### src/rtl/double_to_sig16b.sv
// Three-register pipeline converting an IEEE-754 binary64 sample to a saturated,
// round-half-to-even signed 16-bit value, published on sample-frame phase 0.
module double_to_sig16b (
    input  logic        clk_operation,
    input  logic        rst,
    input  logic        enable,
    input  logic [63:0] double,
    input  logic [12:0] sampling_cycle_counter,
    output logic [15:0] sig16b
);

    logic               s0_valid_q;
    logic [63:0]        s0_data_q;

    logic               s1_valid_q;
    logic               s1_sign_q;
    logic               s1_nan_q;
    logic               s1_inf_q;
    logic               s1_zero_q;
    logic signed [11:0] s1_exp_q;
    logic [52:0]        s1_mant_q;

    logic               s1_sign_d;
    logic               s1_nan_d;
    logic               s1_inf_d;
    logic               s1_zero_d;
    logic signed [11:0] s1_exp_d;
    logic [52:0]        s1_mant_d;

    logic [15:0]        pending_q;
    logic [15:0]        pending_d;
    logic [15:0]        sig16b_q;

    logic [10:0]        raw_exp;
    logic [51:0]        raw_frac;

    logic [5:0]         shamt;
    logic [15:0]        int_part;
    logic               guard;
    logic               sticky;
    logic [52:0]        rem_mask;
    logic [16:0]        mag;

    assign sig16b = sig16b_q;

    always_comb begin
        raw_exp   = s0_data_q[62:52];
        raw_frac  = s0_data_q[51:0];
        s1_sign_d = s0_data_q[63];
        s1_nan_d  = (raw_exp == 11'h7FF) && (raw_frac != '0);
        s1_inf_d  = (raw_exp == 11'h7FF) && (raw_frac == '0);
        s1_zero_d = (raw_exp == '0);
        s1_exp_d  = $signed({1'b0, raw_exp}) - 12'sd1023;
        s1_mant_d = {(raw_exp != '0), raw_frac};
    end

    // Only -1 <= e <= 15 reaches the shifter, so the shift stays within 37..53
    // and the integer part always fits in 16 bits before the rounding increment.
    always_comb begin
        shamt     = '0;
        int_part  = '0;
        guard     = 1'b0;
        sticky    = 1'b0;
        rem_mask  = '0;
        mag       = '0;
        pending_d = '0;
        if (s1_nan_q || s1_zero_q) begin
            pending_d = '0;
        end else if (s1_inf_q || (s1_exp_q >= 12'sd16)) begin
            pending_d = s1_sign_q ? 16'h8000 : 16'h7FFF;
        end else if (s1_exp_q < -12'sd1) begin
            pending_d = '0;
        end else begin
            shamt    = 6'(12'sd52 - s1_exp_q);
            int_part = 16'(s1_mant_q >> shamt);
            guard    = s1_mant_q[shamt - 6'd1];
            rem_mask = ~({53{1'b1}} << (shamt - 6'd1));
            sticky   = |(s1_mant_q & rem_mask);
            mag      = {1'b0, int_part} + {16'd0, guard & (sticky | int_part[0])};
            if (s1_sign_q) begin
                pending_d = (mag > 17'd32768) ? 16'h8000 : 16'(-mag);
            end else begin
                pending_d = (mag > 17'd32767) ? 16'h7FFF : mag[15:0];
            end
        end
    end

    always_ff @(posedge clk_operation) begin
        if (rst) begin
            s0_valid_q <= 1'b0;
            s0_data_q  <= '0;
            s1_valid_q <= 1'b0;
            s1_sign_q  <= 1'b0;
            s1_nan_q   <= 1'b0;
            s1_inf_q   <= 1'b0;
            s1_zero_q  <= 1'b0;
            s1_exp_q   <= '0;
            s1_mant_q  <= '0;
            pending_q  <= '0;
            sig16b_q   <= '0;
        end else begin
            s0_valid_q <= enable;
            if (enable) begin
                s0_data_q <= double;
            end
            s1_valid_q <= s0_valid_q;
            if (s0_valid_q) begin
                s1_sign_q <= s1_sign_d;
                s1_nan_q  <= s1_nan_d;
                s1_inf_q  <= s1_inf_d;
                s1_zero_q <= s1_zero_d;
                s1_exp_q  <= s1_exp_d;
                s1_mant_q <= s1_mant_d;
            end
            if (s1_valid_q) begin
                pending_q <= pending_d;
            end
            if (sampling_cycle_counter == '0) begin
                sig16b_q <= pending_q;
            end
        end
    end

endmodule

### config.mk
export PLATFORM = sky130hd
export DESIGN_NAME = double_to_sig16b
export DESIGN_NICKNAME = d
export VERILOG_FILES = /design/src/rtl/double_to_sig16b.sv
export SDC_FILE = /design/constraint.sdc
export NUM_CORES = 1
export LEC_CHECK = 0
export ABC_CLOCK_PERIOD_IN_PS = 12400
export BUFFER_PORTS_ARGS = -buffer_cell sky130_fd_sc_hd__buf_2
export CAP_MARGIN = 20
export CORE_MARGIN = 1
export CORE_UTILIZATION = 45
export CTS_CLUSTER_SIZE = 16
export DETAILED_ROUTE_END_ITERATION = 7
export PLACE_DENSITY = 0.66
export SYNTH_ARGS = -nofsm -noshare
export SYNTH_HDL_FRONTEND = slang
export SYNTH_SLANG_ARGS = --single-unit
### constraint.sdc
create_clock -name clk_operation -period 12.4 [get_ports clk_operation]
set_input_delay 2.48 -clock clk_operation [delete_from_list [all_inputs] [get_ports clk_operation]]
set_output_delay 2.48 -clock clk_operation [all_outputs]
set_load 0.02 [all_outputs]
==> summary.txt <==
Timing
  • Max Fclk: 144 MHz
  • Worst-Margin Slew: 1060 ps
  • Final setup violation count: 0
  • Final period util: 0.559
  • Sum of negative setup slack: 0 ps
  • Final Hold Viols: 0
  • Fin crit period: between 6000 and 7000 ps
  • Clk_skew: 22.5 ps
  • Worst Hold Slack: 457 ps
  • Slew HR: 0.292
  • Fin. max-slew vios: 0
  • RSZ-0062 raised after global routing: no
  • Setup ws final: 5460 ps

Outcome
  • Status: finished, final reports clean

Synthesis
  • Post-synthesis average cell area: 9.06 sq um
  • Syn. warnings: 0
  • Post-synth net total: 1442
  • Post-synth ARST share: 0
  • Post-synth EDFFs: 0
  • Mapped cell area: ~12000 sq um
  • Synth Register Bits: ~170
  • Post-synth top flop: dfxtp_1
  • Post-synthesis cell type count: 96
  • Post-Syn Instances: about 1.3k
  • Sequential fraction of the synthesis area: 0.274

Job
  • Max-capacitance violation count: 0

Global route
  • Number of global-route vias before repair: ~10k
  • First-pass GRT wire length: 56.9 mm
  • Largest net degree at the start of global routing: between 80 and 90
  • GR Overflow Total: 0
  • Gr usage total: 0.255
  • Initial antenna violation count: 0

Cells and area
  • Multi-input gate area: 8200 sq um
  • NumNets Final: 1468
  • Layout cells sized above 1: 0.200
  • Antenna diodes: 0
  • Commonest non-fill, non-tap cell in the layout: nor2_1
  • Post-layout util: 0.503
  • Layout area overhead: 8.69%
  • Filler cell count: ~2.4k
  • Most frequent cells in the layout: 205 x nor2_1, 183 x mux2i_1, 165 x dfxtp_1, 93 x buf_2, 83 x nand2_1
  • Sequential Area: roughly 3300 sq um

Critical path
  • Total buffers and inverters traversed by the critical path: 6
  • Setup CP Type: flop to flop
  • Crit-path cells: inv_4, ha_4, inv_1, ha_1, inv_2, ha_1, inv_1, a2111oi_0, nor4b_1, nor4_1, nor4_2, buf_4, ha_1, inv_1, a211oi_1, a22o_1, and3_1, o2111a_1, o211a_1, nor3b_2, a31oi_2, a21oi_1, a221o_1
  • Worst EP required: 12710 ps
  • Peak fanout along the critical path: 45
  • Slowest cell delay on critical path: 660 ps
  • Cell family with most CP delay: compound AO/OA/AOI/OAI gates
  • Startpoint class of the critical path: flop
  • Worst Path Arrival: ~7300 ps
  • Worst setup EP type: flop
  • Critical-path top delay cell: ha_1

Route
  • ANT nets after route: 0
  • # DRC: 0
  • Total wire length: 35.4 mm
  • Via Count: roughly 11k
  • Vias per cell: 6.27
  • First drt pass iteration count: 6
  • Detailed Route Iter0 Violations: 1148
  • Per-cell routed wire length: around 21 um

Clocking
  • Clock Latency Late Sink: 430 ps
  • Clock root buffer master: clkbuf_16
  • Maximum clock path buffer count: 2
  • Clock Sinks: ~170
  • CTS Hold Bufs: 0
  • Post_cts resized: 0
  • Post-CTS setup buffers: 0
  • Total CTS buffers: 17
  • H-tree depth: 4
  • CTS clk-pin slew, worst paths: around 70 ps
  • CTS tree: done

Power and ir drop
  • Pwr Density: between 100 and 150 nW/um^2
  • Flop pwr share: 0.380
  • Final Power: 1.57 mW
  • Leak Pwr: around 5.3 nW
  • NetSw: approximately 540 uW
  • Logic pwr share: 0.289
  • Clock group share of total power: 0.332
  • Pint: 1.03 mW
  • VDD IR max: around 83 uV
  • Switching share of power: 0.346

Hold path
  • Worst Hold Class: flop to flop

Floorplan
  • # IOs: 96
  • Num rows: 59
  • Starting Density: 0.463
  • Die area: 27800 sq um
  • Area of the core: about 26000 sq um
  • Die Y: about 170 um
  • Die W: about 170 um

Place
  • GPL Wtd Cong: 0.974
  • Buffers on Ports: 95
  • Setup WS pre-CTS: around 5500 ps
  • DP HPWL: around 26 mm
## power by group through the flow
stage	Combinational [mW]	Sequential, mW	Clock, mW
floorplan	0.362	0.589	0
global placement	0.440	0.605	0
detailed placement	0.441	0.606	0
CTS	0.444	0.593	0.532
global route	0.488	0.598	0.555
finish	0.452	0.595	0.520
## state kept, by name, indices dropped and copies added, names as in the netlist, 12 cells and up
register   cells
s0_data_q     64
s1_mant_q     53
pending_q     16
sig16b        16
s1_exp_q      12
## final cells by class
cell class / instances / share of cell area
inverters: 27 / 0.00783
clock buffers: 18 / 0.0324
well taps: 335 / 0.0316
clock inverters: 14 / 0.0105
multi-input cells: 1049 / 0.618
flip-flops and latches: 167 / 0.253
repair buffers: 110 / 0.0468
## worst min-delay path: cells and delay by family (launching register included)
kind | cells | cell delay (ps)
flip-flops | 1 | 310
AND/OR/NAND/NOR | 1 | 60
AO/OA/AOI/OAI | 1 | 50
## per-stage QoR
stage,instance area [sq um],cells
6_report,13300,1720
5_1_grt,13300,1720
4_1_cts,13200,1718
3_5_place_dp,12600,1686
3_3_place_gp,12600,1686
2_1_floorplan,12200,1346
## logic make-up (layout without fill, tap and decap cells)
family	after synthesis	after routing	synth area share
simple gates	468	468	0.183
fa+ha+maj	16	16	0.0164
xor+xnor	41	41	0.0334
buf+inv	130	169	0.0561
flops	167	167	0.274
mux	274	274	0.285
compound gates	250	250	0.152
## cells in the mapped netlist (17+ instances only)
master    number  share of area
a21oi_1       40          0.016
buf_2         28          0.011
nand2_1       83          0.026
inv_1         25         0.0077
clkbuf_1      35          0.011
dfxtp_1      167           0.27
nor3_1        21         0.0086
nor2_1       205          0.063
o22ai_1       17         0.0087
mux2i_1      183           0.15
nor4_1        23          0.012
mux2_2        33          0.030
nand4_1       20          0.010
nand3_1       42          0.017
o21ai_0       38          0.016
mux4_2        54           0.10
a211oi_1      21          0.013
o211ai_1      23          0.014
xnor2_1       27          0.019
## path summary, 6_finish.rpt
path,from,end,slack [ps],cells past startpoint
hold reg to reg,s1_nan_q,s1_nan_q,460,2
hold / removal,s1_nan_q,s1_nan_q,460,2
setup reg to reg,s1_exp_q[0],pending_q[6],5460,23
setup / recovery,s1_exp_q[0],pending_q[6],5460,23
## metal layers
metal	vias up	part of all wire	routed length, um	track usage
met5	-	0	0	0
met4	0	0.031	1090	0.102
li1	5082	-	-	-
met3	76	0.070	2480	0.0385
met1	5144	0.45	15800	0.350
met2	488	0.45	16000	0.402
Note: power is estimated with default switching activity, not from simulation.
